==> src/rtl/fp_mul_pipe.sv <==
// fp_mul_pipe: three-stage pipelined floating-point multiplier with a valid/ready
// handshake. The exponent and fraction widths are parameters. Rounding is
// round-to-nearest-even. Subnormal inputs are treated as zero, and underflowing
// results are flushed to zero. The block reports overflow, underflow, inexact
// and invalid flags for each result.
module fp_mul_pipe #(
    parameter int EXP_W = 5,
    parameter int MAN_W = 10
) (
    input  logic                 clock,
    input  logic                 reset,
    input  logic                 in_valid,
    output logic                 in_ready,
    input  logic [EXP_W+MAN_W:0] opA,
    input  logic [EXP_W+MAN_W:0] opB,
    output logic                 out_valid,
    input  logic                 out_ready,
    output logic [EXP_W+MAN_W:0] product,
    output logic                 flag_overflow,
    output logic                 flag_underflow,
    output logic                 flag_inexact,
    output logic                 flag_invalid
);

    localparam int W  = 1 + EXP_W + MAN_W;
    localparam int SW = MAN_W + 1;          // significand width incl. hidden bit
    localparam int PW = 2 * SW;             // raw significand product width
    localparam int RW = SW + 1;             // rounded significand incl. carry-out
    localparam int XW = EXP_W + 2;          // signed working exponent width

    localparam logic signed [XW-1:0] BIAS     = XW'((1 << (EXP_W - 1)) - 1);
    localparam logic signed [XW-1:0] EXP_MAX  = XW'((1 << EXP_W) - 1);
    localparam logic signed [XW-1:0] EXP_ZERO = '0;

    typedef enum logic [1:0] {
        CLS_NORM,
        CLS_ZERO,
        CLS_INF,
        CLS_NAN
    } cls_t;

    // ---------------- handshake ----------------
    logic w_advance;
    logic r3_valid;

    assign w_advance = ~r3_valid | out_ready;
    assign in_ready  = w_advance;

    // ---------------- stage 1: unpack / classify / multiply ----------------
    logic             w_sa, w_sb;
    logic [EXP_W-1:0] w_ea, w_eb;
    logic [MAN_W-1:0] w_fa, w_fb;
    logic             w_a_zero, w_b_zero, w_a_inf, w_b_inf, w_a_nan, w_b_nan;
    cls_t             w_cls;
    logic [PW-1:0]    w_sig_prod;
    logic signed [XW-1:0] w_exp_sum;

    assign w_sa = opA[W-1];
    assign w_sb = opB[W-1];
    assign w_ea = opA[W-2:MAN_W];
    assign w_eb = opB[W-2:MAN_W];
    assign w_fa = opA[MAN_W-1:0];
    assign w_fb = opB[MAN_W-1:0];

    assign w_a_zero = ~|w_ea;
    assign w_b_zero = ~|w_eb;
    assign w_a_inf  = (&w_ea) & ~|w_fa;
    assign w_b_inf  = (&w_eb) & ~|w_fb;
    assign w_a_nan  = (&w_ea) & |w_fa;
    assign w_b_nan  = (&w_eb) & |w_fb;

    assign w_sig_prod = PW'({1'b1, w_fa}) * PW'({1'b1, w_fb});
    assign w_exp_sum  = $signed({2'b00, w_ea}) + $signed({2'b00, w_eb}) - BIAS;

    // Resolve special-value class in priority order: invalid, infinity, zero.
    always_comb begin
        w_cls = CLS_NORM;
        if (w_a_nan | w_b_nan | (w_a_inf & w_b_zero) | (w_b_inf & w_a_zero))
            w_cls = CLS_NAN;
        else if (w_a_inf | w_b_inf)
            w_cls = CLS_INF;
        else if (w_a_zero | w_b_zero)
            w_cls = CLS_ZERO;
    end

    logic                 r1_valid;
    logic                 r1_sign;
    cls_t                 r1_cls;
    logic [PW-1:0]        r1_prod;
    logic signed [XW-1:0] r1_exp;

    // Stage 1 register: capture operands' class, raw product and exponent sum.
    always_ff @(posedge clock) begin
        if (reset) begin
            r1_valid <= 1'b0;
            r1_sign  <= 1'b0;
            r1_cls   <= CLS_NORM;
            r1_prod  <= '0;
            r1_exp   <= '0;
        end else if (w_advance) begin
            r1_valid <= in_valid;
            r1_sign  <= w_sa ^ w_sb;
            r1_cls   <= w_cls;
            r1_prod  <= w_sig_prod;
            r1_exp   <= w_exp_sum;
        end
    end

    // ---------------- stage 2: normalise and round ----------------
    logic                 w_msb;
    logic [PW-2:0]        w_norm;
    logic                 w_lost;
    logic [SW-1:0]        w_sig;
    logic                 w_guard, w_sticky, w_round_up, w_carry;
    logic [RW-1:0]        w_rounded;
    logic [MAN_W-1:0]     w_frac;
    logic [XW-1:0]        w_exp_adj;
    logic signed [XW-1:0] w_exp2;

    assign w_msb      = r1_prod[PW-1];
    // After the one-bit right shift the top bit is always zero, so only PW-1
    // bits are kept; the bit shifted out joins the sticky term.
    assign w_norm     = w_msb ? r1_prod[PW-1:1] : r1_prod[PW-2:0];
    assign w_lost     = w_msb & r1_prod[0];
    assign w_sig      = w_norm[PW-2:MAN_W];
    assign w_guard    = w_norm[MAN_W-1];
    assign w_sticky   = (|w_norm[MAN_W-2:0]) | w_lost;
    assign w_round_up = w_guard & (w_sticky | w_sig[0]);
    assign w_rounded  = {1'b0, w_sig} + RW'(w_round_up);
    assign w_carry    = w_rounded[RW-1];
    assign w_frac     = w_carry ? w_rounded[MAN_W:1] : w_rounded[MAN_W-1:0];
    assign w_exp_adj  = XW'(w_msb) + XW'(w_carry);
    assign w_exp2     = r1_exp + $signed(w_exp_adj);

    logic                 r2_valid;
    logic                 r2_sign;
    cls_t                 r2_cls;
    logic [MAN_W-1:0]     r2_frac;
    logic signed [XW-1:0] r2_exp;
    logic                 r2_inexact;

    // Stage 2 register: hold the rounded fraction and the adjusted exponent.
    always_ff @(posedge clock) begin
        if (reset) begin
            r2_valid   <= 1'b0;
            r2_sign    <= 1'b0;
            r2_cls     <= CLS_NORM;
            r2_frac    <= '0;
            r2_exp     <= '0;
            r2_inexact <= 1'b0;
        end else if (w_advance) begin
            r2_valid   <= r1_valid;
            r2_sign    <= r1_sign;
            r2_cls     <= r1_cls;
            r2_frac    <= w_frac;
            r2_exp     <= w_exp2;
            r2_inexact <= w_guard | w_sticky;
        end
    end

    // ---------------- stage 3: range check and pack ----------------
    logic [W-1:0] w_res;
    logic         w_ovf, w_unf, w_inx, w_inv;

    // Choose the packed result and its flags from the class and the exponent range.
    always_comb begin
        w_res = '0;
        w_ovf = 1'b0;
        w_unf = 1'b0;
        w_inx = 1'b0;
        w_inv = 1'b0;
        unique case (r2_cls)
            CLS_NAN: begin
                w_res = {1'b0, {EXP_W{1'b1}}, 1'b1, {(MAN_W-1){1'b0}}};
                w_inv = 1'b1;
            end
            CLS_INF:  w_res = {r2_sign, {EXP_W{1'b1}}, {MAN_W{1'b0}}};
            CLS_ZERO: w_res = {r2_sign, {(W-1){1'b0}}};
            CLS_NORM: begin
                if (r2_exp >= EXP_MAX) begin
                    w_res = {r2_sign, {EXP_W{1'b1}}, {MAN_W{1'b0}}};
                    w_ovf = 1'b1;
                    w_inx = 1'b1;
                end else if (r2_exp <= EXP_ZERO) begin
                    w_res = {r2_sign, {(W-1){1'b0}}};
                    w_unf = 1'b1;
                    w_inx = 1'b1;
                end else begin
                    w_res = {r2_sign, r2_exp[EXP_W-1:0], r2_frac};
                    w_inx = r2_inexact;
                end
            end
        endcase
    end

    logic [W-1:0] r3_product;
    logic         r3_ovf, r3_unf, r3_inx, r3_inv;

    // Output register: holds the result stable while the consumer stalls.
    always_ff @(posedge clock) begin
        if (reset) begin
            r3_valid   <= 1'b0;
            r3_product <= '0;
            r3_ovf     <= 1'b0;
            r3_unf     <= 1'b0;
            r3_inx     <= 1'b0;
            r3_inv     <= 1'b0;
        end else if (w_advance) begin
            r3_valid   <= r2_valid;
            r3_product <= w_res;
            r3_ovf     <= w_ovf;
            r3_unf     <= w_unf;
            r3_inx     <= w_inx;
            r3_inv     <= w_inv;
        end
    end

    assign out_valid      = r3_valid;
    assign product        = r3_product;
    assign flag_overflow  = r3_ovf;
    assign flag_underflow = r3_unf;
    assign flag_inexact   = r3_inx;
    assign flag_invalid   = r3_inv;

endmodule

==> config.mk <==
export PLATFORM = sky130hd
export DESIGN_NAME = fp_mul_pipe
export DESIGN_NICKNAME = d
export VERILOG_FILES = /design/src/rtl/fp_mul_pipe.sv
export SDC_FILE = /design/constraint.sdc
export NUM_CORES = 1
export LEC_CHECK = 0
export ABC_AREA = 1
export BUFFER_PORTS_ARGS = -buffer_cell sky130_fd_sc_hd__buf_4
export CORE_MARGIN = 2
export CORE_UTILIZATION = 36
export DETAILED_ROUTE_END_ITERATION = 10
export GPL_TIMING_DRIVEN = 1
export PLACE_DENSITY = 0.58
export SLEW_MARGIN = 15
export SYNTH_ARGS = -nofsm -noshare
export SYNTH_HDL_FRONTEND = slang
export SYNTH_SLANG_ARGS = --single-unit
==> constraint.sdc <==
create_clock -name clock -period 14.7 [get_ports clock]
set_input_delay 2.205 -clock clock [delete_from_list [all_inputs] [get_ports clock]]
set_output_delay 2.205 -clock clock [all_outputs]
set_load 0.02 [all_outputs]
==> flow_summary.json <==
{
  "cp.required_ps": 14930,
  "ctsHoldBuffers": 0,
  "drt_iter0_drc": 399,
  "synth-seq-area-share_pct": 19.0,
  "drc_errors": 0,
  "grt_util_all_layers_pct": 17.0,
  "place_congestion": 0.865,
  "synth_top_family_by_area": "adder cells",
  "num_vias": 6768,
  "clockRootBuffer": "clkbuf_16",
  "cts_buffer_depth": 2,
  "hold_path_class": "flip-flop to flip-flop",
  "dp_slack_ps": 8140,
  "power_density_nw_per_um2": 168,
  "finalNetCount": 1352,
  "cts.sinks": 76,
  "drt_first_pass_iters": 5,
  "rsz0062_at_grt": "no",
  "final_cells": 1446,
  "grt_overflow": 0,
  "arrival_ps": 6460,
  "synth_area_sq_um": 8020,
  "synth_cells": 1135,
  "postSynthAreaPerCell_sq_um": 7.07,
  "syn2layout_area_growth_pct": 11.1,
  "synth-seq-cells": 76,
  "clock_latency_ps": 330,
  "via_per_inst": 4.68,
  "crit_path_start_kind": "primary input",
  "grt_pass1_vias": 6877,
  "fp-row-count": 54,
  "dieArea_sq_um": 23500,
  "hpwl_microns": 14700,
  "grt_pass1_wl_microns": 32900,
  "status": "complete, no violations",
  "core-area_sq_um": 21800,
  "grt_start_max_net_pins": 84,
  "htreeDepth": 3,
  "r2r_slack_ps": 11430,
  "antenna_cells": 0,
  "ios": 58,
  "synth.distinct_cells": 38,
  "path_class": "primary input to flip-flop",
  "slew_headroom_pct": 49.8,
  "drt-total-wl_microns": 18600,
  "numPortBuffers": 57,
  "cts_setup_buffers": 0,
  "yosys.area_share.simple_pct": 23.2,
  "hold_violations": 0,
  "chipWidth_microns": 153,
  "min_period_over_period_pct": 42.3,
  "synth-compound-area-share_pct": 9.39,
  "yosys.area_share.adder_pct": 31.7,
  "clk_pin_slew_ps": 50,
  "cts_tree": "yes",
  "dieHeight_microns": 153,
  "synthMuxAreaShare_pct": 0,
  "drive_gt1_share_pct": 8.75,
  "initial_core_util_pct": 36.7,
  "final.setup.tns_ps": 0,
  "leakage_nw": 4.94,
  "synth_nets": 1325,
  "worst_pin_slew_ps": 753,
  "wl_per_cell_microns": 12.9,
  "drv_cap": 0,
  "cp-end-kind": "flip-flop",
  "yosys_warnings": 0,
  "synthXorXnorAreaFrac_pct": 2.51,
  "antenna_found_initial": 0,
  "setup_ws_ps": 8480,
  "fmax_ghz": 0.161,
  "period_minus_slack_ps": 6220,
  "ctsResizeCount": 0,
  "vdd_drop_max_mv": 0.0870,
  "cts_buffers": 9,
  "fin_skew_ps": 3.83,
  "slew_violations": 0,
  "antenna_left": 0,
  "setup_viol": 0,
  "path_max_fanout": 11,
  "dp.cells": 1431
}
-- sequential cells by signal, summed over array words and instances (netlist names), 2 cells and up --
register	cells
r1_cls	2
r1_exp	7
r2_exp	7
product	16
r2_frac	10
r1_prod	22
r2_cls	2
-- final timing paths --
check                            from                       end  cells after the start
max                            opA[5]  r1_prod[15]$_SDFFE_PP0P_                     22
min           r1_prod[2]$_SDFFE_PP0P_   r1_prod[2]$_SDFFE_PP0P_                      2
max reg2reg  r1_prod[21]$_SDFFE_PP0P_    r2_exp[6]$_SDFFE_PP0P_                     14
min reg2reg   r1_prod[2]$_SDFFE_PP0P_   r1_prod[2]$_SDFFE_PP0P_                      2
-- per-layer routing --
layer	track usage [%]	part of all wire, %	up-vias
met2	29.0	46	103
li1	-	-	3480
met1	22.7	48	3164
met4	4.89	2.0	0
met5	0	0	-
met3	2.18	3.3	21
-- final cells by class --
cell class | instances | area, sq um
Clock inverter | 2 | 10.0
Fill cell | 2321 | 12900
Sequential cell | 76 | 1520
Tap cell | 280 | 350
Multi-Input combinational cell | 761 | 5360
Clock buffer | 13 | 260
Inverter | 254 | 956
Timing Repair Buffer | 60 | 450
-- cells by family (layout without fill, tap and decap cells) --
logic type / count (synthesis) / count (layout)
adders and majority gates: 154 / 154
buffers and inverters: 298 / 329
xor gates and xnor gates: 23 / 23
and+or+nand+nor: 442 / 442
AOI/OAI and AO/OA: 142 / 142
DFF: 76 / 76
-- synth_stat cells, drive strengths merged --
| master | n | area share [%] |
|---|---|---|
| xnor2 | 6 | 0.66 |
| nand4 | 5 | 0.39 |
| clkbuf | 39 | 1.8 |
| xor2 | 17 | 1.9 |
| nor3 | 13 | 0.81 |
| dfxtp | 76 | 19 |
| a21oi | 62 | 3.9 |
| inv | 254 | 12 |
| o21ai | 65 | 4.1 |
| nand3 | 54 | 3.6 |
| nor3b | 1 | 0.094 |
| buf | 5 | 0.45 |
| o21bai | 7 | 0.66 |
| o221ai | 1 | 0.11 |
| o211ai | 6 | 0.56 |
| or2 | 4 | 0.31 |
| ha | 72 | 11 |
| nand3b | 1 | 0.094 |
| fa | 82 | 20 |
| and2 | 1 | 0.078 |
| nor2 | 76 | 4.1 |
| nand2 | 287 | 14 |
| a211oi | 1 | 0.094 |
-- cell usage in the layout (no fill, tap or decap), types with 2 or more instances in the layout --
cell type,count
inv_2,10
a21oi_1,62
inv_1,243
nand2_1,280
or2_1,2
clkbuf_1,2
nand4_1,5
o21bai_1,7
dfxtp_1,76
clkinv_2,2
nor2_4,3
fa_1,82
clkbuf_16,9
xor2_1,17
xnor2_1,6
o21ai_0,56
nor3_1,13
nand3_1,52
nand2_4,2
clkbuf_8,2
o211ai_1,6
buf_4,60
ha_1,72
nand2_2,5
nor2_2,3
nor2_1,69
o21ai_1,8
-- power breakdown --
part           switching (mW)  internal (mW)  leakage, nW
logic                   0.632          0.377         4.18
clock network          0.0798          0.122        0.135
registers              0.0296          0.253        0.627
total                   0.742          0.751         4.94
-- critical path: stages --
cell and delay (ps):
buf_4 160, nand2_1 90, fa_1 530, inv_1 50
fa_1 490, inv_1 50, fa_1 470, inv_1 50
fa_1 520, inv_1 50, fa_1 520, inv_1 40
ha_1 350, nand2_1 130, nor2_1 130, nand2_1 60
nand2_1 160, nand2_1 90, nand3_1 70, nand3_1 80
nand2_1 90, inv_1 40
-- stage by stage --
stage                     total power [mW]  area (sq um)  util, %  hold WS, ps
after floorplan                       1.07          8020        -          424
after global placement                1.30          8640     39.6          438
after detailed placement              1.30          8640     39.6          444
after CTS                             1.51          8910     40.8          454
after global routing                  1.69          8910     40.8          465
final                                 1.49          8910     40.8          450
Note: power is estimated with default switching activity, not from simulation.
